<file path="src/rtl/seq_pattern_tx_pkg.sv">
// Shared types and default sizing for the serial pattern transmitter.
package seq_tx_pkg;

    typedef enum logic [1:0] {IDLE, SEND, GAP, FIN} seq_tx_state_t;

    localparam int SEQ_TX_WIDTH = 8;
    localparam int SEQ_TX_GAP   = 2;
    localparam int SEQ_TX_REP_W = 4;

endpackage

</file>
<file path="src/rtl/seq_pattern_tx_if.sv">
// Request/stream bundle between a pattern source and seq_pattern_tx.
interface seq_pattern_tx_if import seq_tx_pkg::*; #(
    parameter int WIDTH = SEQ_TX_WIDTH,
    parameter int REP_W = SEQ_TX_REP_W
);
    logic             start;
    logic [WIDTH-1:0] pattern;
    logic [REP_W-1:0] reps;
    logic             j;
    logic             j_valid;
    logic             busy;
    logic             done;

    modport master (output start, pattern, reps, input j, j_valid, busy, done);
    modport slave  (input start, pattern, reps, output j, j_valid, busy, done);
endinterface

</file>
<file path="src/rtl/seq_pattern_tx_piso_shift_reg.sv">
// Parallel-in serial-out register: parallel load wins over shift, MSB leaves first.
module piso_shift_reg #(
    parameter int WIDTH = 8
) (
    input  logic             clk,
    input  logic             rst,
    input  logic             load,
    input  logic             shift,
    input  logic [WIDTH-1:0] din,
    output logic [WIDTH-1:0] dout
);
    logic [WIDTH-1:0] r_data;

    always_ff @(posedge clk or negedge rst) begin
        if (!rst) begin
            r_data <= '0;
        end else if (load) begin
            r_data <= din;
        end else if (shift) begin
            r_data <= {r_data[WIDTH-2:0], 1'b0};
        end
    end

    assign dout = r_data;
endmodule

</file>
<file path="src/rtl/seq_pattern_tx.sv">
// Serial pattern transmitter: sends a latched pattern MSB-first, N times, with
// a fixed idle gap between copies. Outputs are registered images of the state.
module seq_pattern_tx import seq_tx_pkg::*; #(
    parameter int WIDTH = SEQ_TX_WIDTH,
    parameter int GAP   = SEQ_TX_GAP,
    parameter int REP_W = SEQ_TX_REP_W
) (
    input  logic             clk,
    input  logic             rst,
    seq_pattern_tx_if.slave  bus
);
    localparam int BW       = $clog2(WIDTH);
    localparam int GW       = (GAP > 0) ? $clog2(GAP + 1) : 1;
    localparam int GAP_LAST = (GAP > 0) ? GAP - 1 : 0;

    seq_tx_state_t    r_state, w_state_nxt;
    logic [BW-1:0]    r_bit_cnt;
    logic [GW-1:0]    r_gap_cnt;
    logic [REP_W-1:0] r_rep_cnt;
    logic [WIDTH-1:0] r_pat;
    logic             r_j, r_j_valid, r_busy, r_done;

    logic             w_accept, w_last_bit, w_last_rep, w_last_gap;
    logic             w_load, w_shift;
    logic [WIDTH-1:0] w_load_val, w_dout;

    assign w_accept   = (r_state == IDLE) && bus.start;
    assign w_last_bit = (r_bit_cnt == BW'(WIDTH - 1));
    assign w_last_rep = (r_rep_cnt == REP_W'(1));
    assign w_last_gap = (r_gap_cnt == GW'(GAP_LAST));
    // Repeats reload from the private copy so the source may move on.
    assign w_load_val = (r_state == IDLE) ? bus.pattern : r_pat;

    always_ff @(posedge clk or negedge rst) begin
        if (!rst) r_state <= IDLE;
        else      r_state <= w_state_nxt;
    end

    always_comb begin
        w_state_nxt = r_state;
        w_load      = 1'b0;
        w_shift     = 1'b0;
        case (r_state)
            IDLE: begin
                if (bus.start) begin
                    w_load      = 1'b1;
                    w_state_nxt = (bus.reps != '0) ? SEND : FIN;
                end
            end
            SEND: begin
                if (!w_last_bit) begin
                    w_shift = 1'b1;
                end else if (w_last_rep) begin
                    w_state_nxt = FIN;
                end else begin
                    w_load      = 1'b1;
                    w_state_nxt = (GAP > 0) ? seq_tx_pkg::GAP : SEND;
                end
            end
            seq_tx_pkg::GAP: begin
                if (w_last_gap) w_state_nxt = SEND;
            end
            FIN:     w_state_nxt = IDLE;
            default: w_state_nxt = IDLE;
        endcase
    end

    // Counters are held at zero outside their own state, so every entry starts clean.
    always_ff @(posedge clk or negedge rst) begin
        if (!rst) begin
            r_bit_cnt <= '0;
            r_gap_cnt <= '0;
            r_rep_cnt <= '0;
            r_pat     <= '0;
        end else begin
            if (w_accept) begin
                r_pat     <= bus.pattern;
                r_rep_cnt <= bus.reps;
            end else if (r_state == SEND && w_last_bit) begin
                r_rep_cnt <= r_rep_cnt - 1'b1;
            end
            if (r_state == SEND) r_bit_cnt <= w_last_bit ? '0 : r_bit_cnt + 1'b1;
            else                 r_bit_cnt <= '0;
            if (r_state == seq_tx_pkg::GAP) r_gap_cnt <= r_gap_cnt + 1'b1;
            else                            r_gap_cnt <= '0;
        end
    end

    piso_shift_reg #(.WIDTH(WIDTH)) u_piso (
        .clk   (clk),
        .rst   (rst),
        .load  (w_load),
        .shift (w_shift),
        .din   (w_load_val),
        .dout  (w_dout)
    );

    always_ff @(posedge clk or negedge rst) begin
        if (!rst) begin
            r_j       <= 1'b0;
            r_j_valid <= 1'b0;
            r_busy    <= 1'b0;
            r_done    <= 1'b0;
        end else begin
            r_j       <= (r_state == SEND) && w_dout[WIDTH-1];
            r_j_valid <= (r_state == SEND);
            r_busy    <= (r_state != IDLE);
            r_done    <= (r_state == FIN);
        end
    end

    assign bus.j       = r_j;
    assign bus.j_valid = r_j_valid;
    assign bus.busy    = r_busy;
    assign bus.done    = r_done;
endmodule

</file>
<file path="src/flat_wrapper.sv">
// flat-port wrapper written by rule: the top's interface ports become plain ports
module seq_pattern_tx_flat import seq_tx_pkg::*;
#(
    parameter int WIDTH = SEQ_TX_WIDTH,
    parameter int GAP   = SEQ_TX_GAP,
    parameter int REP_W = SEQ_TX_REP_W
)
  (clk, rst, bus_start, bus_pattern, bus_reps, bus_j, bus_j_valid, bus_busy, bus_done);
  seq_pattern_tx_if #(.WIDTH(WIDTH), .REP_W(REP_W)) bus_i ();
  input  logic clk;
  input  logic rst;
  input wire logic [$bits(bus_i.start)-1:0] bus_start;
  input wire logic [$bits(bus_i.pattern)-1:0] bus_pattern;
  input wire logic [$bits(bus_i.reps)-1:0] bus_reps;
  output wire logic [$bits(bus_i.j)-1:0] bus_j;
  output wire logic [$bits(bus_i.j_valid)-1:0] bus_j_valid;
  output wire logic [$bits(bus_i.busy)-1:0] bus_busy;
  output wire logic [$bits(bus_i.done)-1:0] bus_done;
  assign bus_i.start = bus_start;
  assign bus_i.pattern = bus_pattern;
  assign bus_i.reps = bus_reps;
  assign bus_j = bus_i.j;
  assign bus_j_valid = bus_i.j_valid;
  assign bus_busy = bus_i.busy;
  assign bus_done = bus_i.done;
  seq_pattern_tx #(.WIDTH(WIDTH), .GAP(GAP), .REP_W(REP_W)) u_core (.clk(clk), .rst(rst), .bus(bus_i));
endmodule
</file>
<file path="config.mk">
export PLATFORM = sky130hd
export DESIGN_NAME = seq_pattern_tx_flat
export DESIGN_NICKNAME = d
export VERILOG_FILES = /design/src/rtl/seq_pattern_tx_pkg.sv /design/src/rtl/seq_pattern_tx_if.sv /design/src/rtl/seq_pattern_tx_piso_shift_reg.sv /design/src/rtl/seq_pattern_tx.sv /design/src/flat_wrapper.sv
export SDC_FILE = /design/constraint.sdc
export NUM_CORES = 1
export LEC_CHECK = 0
export CAP_MARGIN = 20
export CORE_AREA = 4 4 48 67
export CTS_CLUSTER_DIAMETER = 80
export DETAILED_ROUTE_END_ITERATION = 7
export DIE_AREA = 0 0 52 71
export PLACE_DENSITY_LB_ADDON = 0.15
export SLEW_MARGIN = 40
export SYNTH_ARGS = -nofsm -noshare
export SYNTH_HDL_FRONTEND = slang
export SYNTH_HIERARCHICAL = 1
export SYNTH_SLANG_ARGS = --single-unit
</file>
<file path="constraint.sdc">
create_clock -name clk -period 3.1 [get_ports clk]
set_input_delay 0.62 -clock clk [delete_from_list [all_inputs] [get_ports clk]]
set_output_delay 0.62 -clock clk [all_outputs]
set_load 0.005 [all_outputs]
</file>
==> impl_metrics.env <==
export IMPL_outcome="finished, final reports clean"
export IMPL_ant_nets=0
export IMPL_cts_hold_fix_buffers=0
export IMPL_synth_xor_area_share_pct=0
export IMPL_ys_async_sr_fraction_pct=100
export IMPL_cts_resized=0
export IMPL_yosysUniqueCellTypes=28
export IMPL_fin_cells=199
export IMPL_cpMaxStageDelayCell="clkdlybuf4s50_1"
export IMPL_clk_latency_ns=0.33
export IMPL_grt_util_met1_pct=16.8
export IMPL_p_leak_nw=0.834
export IMPL_gp_congestion=0.737
export IMPL_slew_headroom_pct=49.1
export IMPL_antenna_cells=0
export IMPL_grt_pass1_vias=1051
export IMPL_design_core_area_um2=2620
export IMPL_dp_hpwl_mm=1.90
export IMPL_grt_max_degree=32
export IMPL_synthAdderAreaFrac_pct=5.05
export IMPL_layout_common_cells="nand2_1 (34), dfrtp_1 (31), clkdlybuf4s50_1 (18)"
export IMPL_hold_violations=0
export IMPL_hold_slack_ns=0.438
export IMPL_io_pins=19
export IMPL_maxSlewViolCount=0
export IMPL_pwr_density_cell_nw_per_um2=821
export IMPL_cp_required_ns=3.31
export IMPL_post_place_ws_ns=0.819
export IMPL_crit_type="in -> reg"
export IMPL_wl_per_cell_um=12.9
export IMPL_synth_edf_count=0
export IMPL_rsz0062_at_grt="no"
export IMPL_ys_ff_latch=31
export IMPL_synth_nets=161
export IMPL_final_period_utilization_pct=62.5
export IMPL_clk_pin_slew_ns=0.09
export IMPL_die_h_um=71
export IMPL_cp_arrival_ns=2.15
export IMPL_drt_iter0_markers=25
export IMPL_grt_pass1_wl_mm=4.35
export IMPL_fillers=218
export IMPL_holdCritPathClass="reg -> reg"
export IMPL_grt_total_usage_pct=16.3
export IMPL_nNetsFinal=183
export IMPL_synth_compound_area_share_pct=7.15
export IMPL_rows=22
export IMPL_cts_buffers=5
export IMPL_yosysSeqAreaShare_pct=52.1
export IMPL_dr_pass1_iters=4
export IMPL_avgSynthCellArea_um2=10.6
export IMPL_gr_max_usage_layer="met2"
export IMPL_clockBufferDepth=2
export IMPL_die_area_um2=3690
export IMPL_grt_util_met2_pct=28.0
export IMPL_finalPower_mw=1.43
export IMPL_syn_inst=140
export IMPL_cts_sinks=31
export IMPL_max_cap_viol_count=0
export IMPL_synthToLayoutAreaGrowth_pct=17.0
export IMPL_wl_mm=2.56
export IMPL_max_stage_delay_ns=0.49
export IMPL_cts_root_buf="clkbuf_4"
export IMPL_synth_top_family_by_area="simple AND/OR/NAND/NOR gates"
export IMPL_post_drt_via_cell_ratio=5.12
export IMPL_synth_area_um2=1490
export IMPL_crit_path_end_kind="flop"
export IMPL_start_kind="input port"
export IMPL_peakVddDrop_uv=435
export IMPL_numPortBuffers=18
export IMPL_post_cts_buffers=0
export IMPL_drcViolationCount=0
export IMPL_fin_area_um2=1740
export IMPL_fin_util_pct=66.6
export IMPL_dieWidth_um=52
export IMPL_yosys_warnings=6
export IMPL_tightestPinTransition_ns=0.761
export IMPL_layout_commonest_cell="nand2_1"
export IMPL_synthSimpleGateAreaFrac_pct=17.6
export IMPL_htreeDepth=2
export IMPL_cts_tree="done"
export IMPL_gr_total_overflow=0
export IMPL_initial_utilization_pct=56.9
export IMPL_clock_skew_ns=0.00594
export IMPL_setup_viol=0
export IMPL_ys_flop_type="dfrtp_1"
export IMPL_postPlaceCellArea_um2=1690
export IMPL_fin_ws_ns=1.16
export IMPL_path_cells="clkdlybuf4s50_1 -> or3b_4 -> mux2_4 -> a221o_1"
export IMPL_max_freq_mhz=516
export IMPL_layout_drive_gt1_share_pct=14.1
export IMPL_synthMuxAreaShare_pct=13.1
export IMPL_period_needed_ns=1.94
export IMPL_dp_cells=191
export IMPL_grt_antenna_before_repair=0
export IMPL_worst_path_max_fanout=13
export IMPL_grt_use_met3_pct=6.32
export IMPL_setup_tns_final_ns=0
export IMPL_vias=1019
[cells by family (layout without fill, tap and decap cells)]
family,after synthesis,in the layout
AND/OR/NAND/NOR,55,55
flip-flops,31,31
multiplexers,18,18
AO/OA/AOI/OAI,17,17
buffers and inverters,13,36
adder cells (fa/ha/maj),6,6
[per-layer routing]
metal,vias up,routed length [µm]
li1,514,-
met1,479,1020
met2,20,1360
met3,6,123
met4,0,57
met5,-,0
[power breakdown]
part / switching (mW) / internal [mW]
Sequential: 0.0937 / 0.562
Combinational: 0.266 / 0.290
Clock: 0.133 / 0.0841
Total: 0.492 / 0.936
[worst max-delay path, delay by kind of cell]
family	cells	cell delay, ns
buffers and inverters	1	0.49
and+or+nand+nor	1	0.47
AOI/OAI and AO/OA	1	0.29
muxes	1	0.28
[flip-flops by register name, summed over array words and instances (netlist names)]
signal / flops
u_core/bus.done: 1
u_core/r_pat: 8
u_core/r_rep_cnt: 4
u_core/r_gap_cnt: 2
u_core/r_bit_cnt: 3
u_core/bus.busy: 1
u_core/bus.j: 1
u_core/u_piso/dout: 8
u_core/bus.j_valid: 1
u_core/r_state: 2
[area by class of cell]
cell class,instances,area [µm²],share of cell area (%)
Clock buffer,5,37.5,2.16
Sequential cell,31,776,44.6
Inverter,7,26.3,1.51
Clock inverter,3,15.0,0.863
Multi-Input combinational cell,96,638,36.7
Timing Repair Buffer,21,203,11.6
Tap cell,36,45.0,2.59
[Yosys cell counts, types with 2 or more instances]
master	number	area share, %
mux2_2	8	6.1
nor3b_1	3	1.5
o211ai_1	2	1.0
buf_6	3	2.3
inv_1	7	1.8
a221o_1	2	1.3
nor3_1	3	1.0
mux2i_1	9	6.1
and2_1	4	1.7
nor2_1	3	0.76
nand2_1	34	8.6
ha_1	6	5.0
dfrtp_1	31	52
nand2b_1	2	0.84
buf_2	2	0.67
o21ai_1	7	2.4
o21ai_0	3	1.0
[final timing paths]
check,to,cells past startpoint,slack [ns],from
setup / recovery,u_core/r_rep_cnt[3]$_DFFE_PN0P_,4,1.16,bus_start
max in group asynchronous,u_core/r_pat[7]$_DFFE_PN0P_,2,2.14,rst
hold / removal,u_core/r_gap_cnt[0]$_DFF_PN0_,1,0.44,u_core/r_gap_cnt[0]$_DFF_PN0_
hold reg to reg,u_core/r_gap_cnt[0]$_DFF_PN0_,1,0.44,u_core/r_gap_cnt[0]$_DFF_PN0_
min in group asynchronous,u_core/r_rep_cnt[2]$_DFFE_PN0P_,2,0.68,rst
setup reg to reg,u_core/u_piso/dout[3]$_DFFE_PN0P_,5,1.20,u_core/r_bit_cnt[0]$_DFF_PN0_
Note: power is estimated with default switching activity, not from simulation.
